==> config.mk <==
export PLATFORM = sky130hd
export DESIGN_NAME = psum_accum_relu
export DESIGN_NICKNAME = d
export VERILOG_FILES = /design/src/rtl/psum_accum_relu.sv
export SDC_FILE = /design/constraint.sdc
export NUM_CORES = 1
export LEC_CHECK = 0
export BUFFER_PORTS_ARGS = -buffer_cell sky130_fd_sc_hd__buf_2
export CAP_MARGIN = 20
export CORE_MARGIN = 5
export CORE_UTILIZATION = 40
export CTS_BUF_LIST = sky130_fd_sc_hd__clkbuf_4 sky130_fd_sc_hd__clkbuf_8 sky130_fd_sc_hd__clkbuf_16
export CTS_CLUSTER_DIAMETER = 80
export DETAILED_ROUTE_END_ITERATION = 10
export MAX_ROUTING_LAYER = met4
export PLACE_DENSITY = 0.57
export SLEW_MARGIN = 0
export SYNTH_ARGS = -nofsm -noshare
export SYNTH_HDL_FRONTEND = slang
export SYNTH_SLANG_ARGS = --single-unit
==> constraint.sdc <==
create_clock -name clk -period 16.6 [get_ports clk]
set_clock_uncertainty 0.2 [all_clocks]
set_input_delay 3.32 -clock clk [delete_from_list [all_inputs] [get_ports clk]]
set_output_delay 3.32 -clock clk [all_outputs]
set_load 0.02 [all_outputs]
==> src/rtl/psum_accum_relu.sv <==
// Per-lane partial-sum accumulator for multi-chunk pixels, followed by rounding shift,
// optional ReLU and 16-bit saturation, with a one-word valid/ready output register.
module psum_accum_relu #(
    parameter int M     = 8,
    parameter int ACC_W = 24,
    parameter int CW    = 6,
    parameter int SHIFT = 0,
    parameter int RELU  = 1
) (
    input  logic              clk,
    input  logic              rst,
    input  logic              flush,
    input  logic [CW-1:0]     cfg_chunks,
    input  logic              in_valid,
    output logic              in_ready,
    input  logic [M*16-1:0]   in_data,
    output logic              out_valid,
    input  logic              out_ready,
    output logic [M*16-1:0]   out_data,
    output logic              busy
);

    localparam logic signed [ACC_W:0] RND    = (ACC_W+1)'((1 << SHIFT) >> 1);
    localparam logic signed [ACC_W:0] SAT_HI = (ACC_W+1)'(32767);
    localparam logic signed [ACC_W:0] SAT_LO = (ACC_W+1)'(-32768);

    logic [CW-1:0]           r_chunk_cnt;
    logic [CW-1:0]           r_n_l;
    logic signed [ACC_W-1:0] r_acc [M];
    logic                    r_out_valid;
    logic [M*16-1:0]         r_out_data;

    logic                    w_first;
    logic [CW-1:0]           w_n_eff;
    logic                    w_is_last;
    logic                    w_accept;
    logic signed [ACC_W-1:0] w_sum [M];
    logic [M*16-1:0]         w_post;

    function automatic logic signed [ACC_W-1:0] sext(input logic [15:0] d);
        return {{(ACC_W-16){d[15]}}, d};
    endfunction

    // Round half up, shift, optional ReLU, then clamp to the signed 16-bit range.
    function automatic logic [15:0] post(input logic signed [ACC_W-1:0] x);
        logic signed [ACC_W:0] t;
        t = (ACC_W+1)'(x);
        t = t + RND;
        t = t >>> SHIFT;
        if (RELU != 0 && t[ACC_W])
            t = '0;
        if (t > SAT_HI)
            return 16'h7FFF;
        else if (t < SAT_LO)
            return 16'h8000;
        else
            return t[15:0];
    endfunction

    always_comb begin
        w_first = (r_chunk_cnt == '0);
        w_n_eff = r_n_l;
        if (w_first)
            w_n_eff = (cfg_chunks == '0) ? CW'(1) : cfg_chunks;
        w_is_last = (r_chunk_cnt == w_n_eff - CW'(1));
        // Only a finishing chunk needs the output register, so only it can stall.
        in_ready  = !(w_is_last && r_out_valid && !out_ready);
        w_accept  = in_valid && in_ready;
        w_post    = '0;
        for (int i = 0; i < M; i++) begin
            w_sum[i] = (w_first ? '0 : r_acc[i]) + sext(in_data[16*i +: 16]);
            w_post[16*i +: 16] = post(w_sum[i]);
        end
    end

    always_ff @(posedge clk) begin
        if (rst) begin
            r_chunk_cnt <= '0;
            r_n_l       <= '0;
            r_out_valid <= 1'b0;
            r_out_data  <= '0;
            for (int i = 0; i < M; i++)
                r_acc[i] <= '0;
        end else begin
            if (flush) begin
                r_chunk_cnt <= '0;
                for (int i = 0; i < M; i++)
                    r_acc[i] <= '0;
            end else if (w_accept) begin
                for (int i = 0; i < M; i++)
                    r_acc[i] <= w_sum[i];
                if (w_first)
                    r_n_l <= w_n_eff;
                r_chunk_cnt <= w_is_last ? '0 : r_chunk_cnt + CW'(1);
                if (w_is_last)
                    r_out_data <= w_post;
            end
            // A held word survives flush; only a consumer handshake retires it.
            if (!flush && w_accept && w_is_last)
                r_out_valid <= 1'b1;
            else if (r_out_valid && out_ready)
                r_out_valid <= 1'b0;
        end
    end

    assign out_valid = r_out_valid;
    assign out_data  = r_out_data;
    assign busy      = (r_chunk_cnt != '0);

endmodule
==> flow_metrics.py <==
metrics = {
    "route": {
        "wl_per_cell_um": 18.0,
        "vias": 19534,
        "drtIter0Drc": 1019,
        "drc": 0,
        "first_pass_iteration_count_of_the_detailed_router": 5,
        "final_antenna_net_count": 0,
        "vias_per_cell": 5.50,
        "routed_wl_mm": 63.9,
    },
    "synth": {
        "post_synth_num_cell_types": 87,
        "synth_top_area_share_pct": 22.3,
        "synthTopCellsByArea": "sky130_fd_sc_hd__edfxtp_1 (22%), sky130_fd_sc_hd__dfxtp_1 (15%), sky130_fd_sc_hd__ha_1 (10%), sky130_fd_sc_hd__and2_1 (5.5%), sky130_fd_sc_hd__nor2_1 (4.5%)",
        "dominantRegCellSynth": "sky130_fd_sc_hd__edfxtp_1",
        "synth.avg_cell_area_um2": 8.91,
        "number_of_nets_in_the_synthesized_netlist": 2871,
        "synth-warning-count": 0,
        "yosys.area.top_type": "sky130_fd_sc_hd__edfxtp_1",
        "synth-edff-count": 168,
        "mapped_cells": 2537,
        "synth-seq-area-share_pct": 36.9,
        "synth_seq_cells": 333,
        "syn_area_um2": 22600,
        "synthArstFlopShare_pct": 0,
    },
    "die": {
        "initial_utilization_pct": 40.3,
        "die_area_um2": 61400,
        "die_y_um": 248,
        "standard_cell_rows": 87,
        "placeableCoreArea_um2": 56200,
        "die_w_um": 248,
        "pin_count": 270,
    },
    "setup_path": {
        "crit_family": "simple AND/OR/NAND/NOR gates",
        "worstPathRequired_ns": 13.08,
        "rrSetupSlack_ns": 9.74,
        "crit_path_cell_trace": "buf_2 -> nor3_1 -> a21o_1 -> mux2i_1 -> ha_1 -> nand2_1 -> mux2i_1 -> xnor2_1 -> nand4_1 -> or3_1 -> buf_2",
        "cp_data_arrival_time_ns": 5.62,
        "worst_r2r_path_depth": 20,
        "timing.critical_path.slowest_cell_delay_ns": 0.49,
        "reg2reg_from": "r_chunk_cnt[0]",
        "crit_slowest_cell": "sky130_fd_sc_hd__or3_1",
        "worstPathMaxFanout": 5,
        "worstPathBufferInverterCount": 2,
        "timing_worst_setup_path_type": "primary input to primary output",
        "rr_endpoint": "out_data[12]",
        "critPathCaptureType": "primary output",
        "crit_path_start_kind": "primary input",
    },
    "power_and_ir_drop": {
        "power.net_switching_uw": 563,
        "p_leak_nw": 11.9,
        "clockPowerShare_pct": 44.8,
        "internal_power_mw": 1.59,
        "power.combinational.fraction_pct": 13.3,
        "power-per-cell-area_nw_per_um2": 82.5,
        "pwr-share-seq_pct": 41.9,
        "power_switching_share_pct": 26.1,
        "power.total_mw": 2.16,
        "power.ir.vdd_worst_uv": 57.6,
    },
    "placement": {
        "dp_slack_ns": 7.48,
        "place.gp.congestion": 0.908,
        "hpwl_after_detailed_placement_mm": 45.8,
        "numPortBuffers": 269,
    },
    "layout": {
        "design.final.nets": 3092,
        "final_util_pct": 46.5,
        "drive_gt1_share_pct": 15.3,
        "syn_to_final_growth_pct": 15.6,
        "filler_cell_count": 5555,
    },
    "sta": {
        "setup-tns-final_ns": 0,
        "final-max-slew-violation-count": 0,
        "max_slew.worst_pin.slew_ns": 1.02,
        "post-route-period-util_pct": 55.0,
        "finalWorstPathRequiredPeriod_ns": 9.14,
        "achievable-frequency_mhz": 109,
        "setup_viol": 0,
        "worst_hold_margin_ns": 0.247,
        "rsz0062_at_grt": "no",
        "timing.slew.headroom_pct": 31.9,
        "timing.final.hold_violations": 0,
        "setup_slack_ns": 7.46,
    },
    "min_path": {
        "whs_path_depth": 2,
        "worst_hold_startpoint": "out_data[102]",
        "hp-class": "flip-flop to flip-flop",
        "holdPathEnd": "out_data[102]",
    },
    "global_routing": {
        "globalRoute.busiestLayer": "met2",
        "grt_pass1_vias": 19059,
        "grt_start_max_net_pins": 82,
        "global_route.usage.met2_pct": 34.4,
        "grt_antenna_before_repair": 7,
        "global_route_wire_length_before_repair_mm": 101,
        "all_layer_gr_usage_pct": 20.7,
        "grt_overflow": 0,
        "groute.layer.met3.usage_pct": 2.95,
        "grt_use_met1_pct": 26.9,
    },
    "run": {
        "drv.max_cap_violation_count": 0,
    },
    "clock_tree": {
        "cts_resized": 0,
        "cts.htree.levels": 2,
        "tritoncts_clock_tree": "done",
        "post_cts.repair.setup_buffers": 0,
        "worst_skew_pair.late_latency_ns": 0.57,
        "cts_hold_repair.buffers": 0,
        "cts.reportedPaths.clkPinSlew_ns": 0.05,
        "cts_root_cell": "sky130_fd_sc_hd__clkbuf_16",
        "clkSinkCount": 333,
        "cts_max_path_buffers": 3,
        "cts_inserted_buffers": 42,
    },
    "outcome": {
        "run_status": "complete, no violations",
    },
}
sequential cells by signal, summed over array words and instances, names as in the netlist:
register and cells:
out_data 128, out_valid 1, r_acc 192, r_chunk_cnt 6, r_n_l 6
worst reg2reg max path, delay by kind of cell (launching register included):
kind	cells	cell delay (ns)
simple gates	6	2.10
buf+inv	4	1.89
compound gates	6	1.27
fa+ha+maj	3	0.65
flops	1	0.41
xor+xnor	1	0.18
cells in the mapped netlist (12+ instances only):
library cell,instances
sky130_fd_sc_hd__a211oi_1,51
sky130_fd_sc_hd__a21o_1,67
sky130_fd_sc_hd__a21oi_1,167
sky130_fd_sc_hd__a22oi_1,15
sky130_fd_sc_hd__a31oi_1,21
sky130_fd_sc_hd__and2_1,197
sky130_fd_sc_hd__and3_1,72
sky130_fd_sc_hd__buf_2,14
sky130_fd_sc_hd__clkbuf_1,76
sky130_fd_sc_hd__dfxtp_1,165
sky130_fd_sc_hd__edfxtp_1,168
sky130_fd_sc_hd__ha_1,187
sky130_fd_sc_hd__inv_1,76
sky130_fd_sc_hd__mux2i_1,12
sky130_fd_sc_hd__nand2_1,183
sky130_fd_sc_hd__nand2b_1,26
sky130_fd_sc_hd__nand3_1,55
sky130_fd_sc_hd__nand4_1,25
sky130_fd_sc_hd__nor2_1,274
sky130_fd_sc_hd__nor2b_1,46
sky130_fd_sc_hd__nor3_1,47
sky130_fd_sc_hd__nor4_1,12
sky130_fd_sc_hd__o211ai_1,22
sky130_fd_sc_hd__o21a_1,29
sky130_fd_sc_hd__o21ai_0,133
sky130_fd_sc_hd__o221a_2,30
sky130_fd_sc_hd__xnor2_1,93
sky130_fd_sc_hd__xor2_1,78
per-stage QoR:
step                instances  area [µm²]
floorplan                2537       22600
global placement         3468       24600
detailed placement       3468       24600
CTS                      3545       26100
global route             3551       26100
finish                   3553       26100
kinds of logic after synthesis:
kind of cell	after synthesis	synth area share, %
AND/OR/NAND/NOR	992	22.4
AO/OA/AOI/OAI	650	19.2
flip-flops	333	36.9
adder cells (fa/ha/maj)	195	11.1
buffers and inverters	183	3.19
XOR/XNOR	171	6.62
multiplexers	13	0.581
layout by cell type (no fill, tap or decap), types with 67 or more instances in the layout:
| master | n |
|---|---|
| sky130_fd_sc_hd__a21o_1 | 67 |
| sky130_fd_sc_hd__edfxtp_1 | 168 |
| sky130_fd_sc_hd__a21oi_1 | 167 |
| sky130_fd_sc_hd__ha_1 | 187 |
| sky130_fd_sc_hd__xnor2_1 | 93 |
| sky130_fd_sc_hd__nor2_1 | 272 |
| sky130_fd_sc_hd__inv_1 | 75 |
| sky130_fd_sc_hd__and3_1 | 72 |
| sky130_fd_sc_hd__o21ai_0 | 133 |
| sky130_fd_sc_hd__dfxtp_1 | 165 |
| sky130_fd_sc_hd__xor2_1 | 78 |
| sky130_fd_sc_hd__and2_1 | 196 |
| sky130_fd_sc_hd__buf_2 | 269 |
| sky130_fd_sc_hd__nand2_1 | 180 |
worst max-delay path by stage:
stage	startpoint	to	slack [ns]	depth (start not counted)
6_report	cfg_chunks[3]	in_ready	7.46	11
5_1_grt	cfg_chunks[3]	in_ready	7.32	11
4_1_cts	cfg_chunks[3]	in_ready	7.47	11
3_5_place_dp	cfg_chunks[3]	in_ready	7.48	11
3_3_place_gp	cfg_chunks[3]	in_ready	7.45	11
2_1_floorplan	cfg_chunks[3]	in_ready	8.08	8
power by group through the flow:
| stage | registers (mW) | logic, mW | clock network, mW |
|---|---|---|---|
| 6_report | 0.902 | 0.287 | 0.966 |
| 4_1_cts | 0.903 | 0.287 | 0.995 |
| 2_1_floorplan | 0.921 | 0.194 | 0 |
| 3_5_place_dp | 0.920 | 0.285 | 0 |
| 3_3_place_gp | 0.919 | 0.280 | 0 |
| 5_1_grt | 0.905 | 0.319 | 1.03 |
per-layer routing:
metal  part of all wire [%]  vias up
met1                     46     9337
met3                    4.2       98
met5                      0        -
met4                    2.2        0
met2                     47      413
li1                       -     9686
layout make-up:
cell class | instances | area (µm²) | area share, %
flip-flops and latches | 333 | 8350 | 31.9
clock buffers | 65 | 1340 | 5.14
well taps | 756 | 946 | 3.62
diodes | 6 | 15.0 | 0.0574
inverters | 76 | 288 | 1.10
multi-input cells | 2021 | 13600 | 52.0
repair buffers | 284 | 1480 | 5.66
clock inverters | 12 | 129 | 0.493
Power figures use the tool's default switching activity.
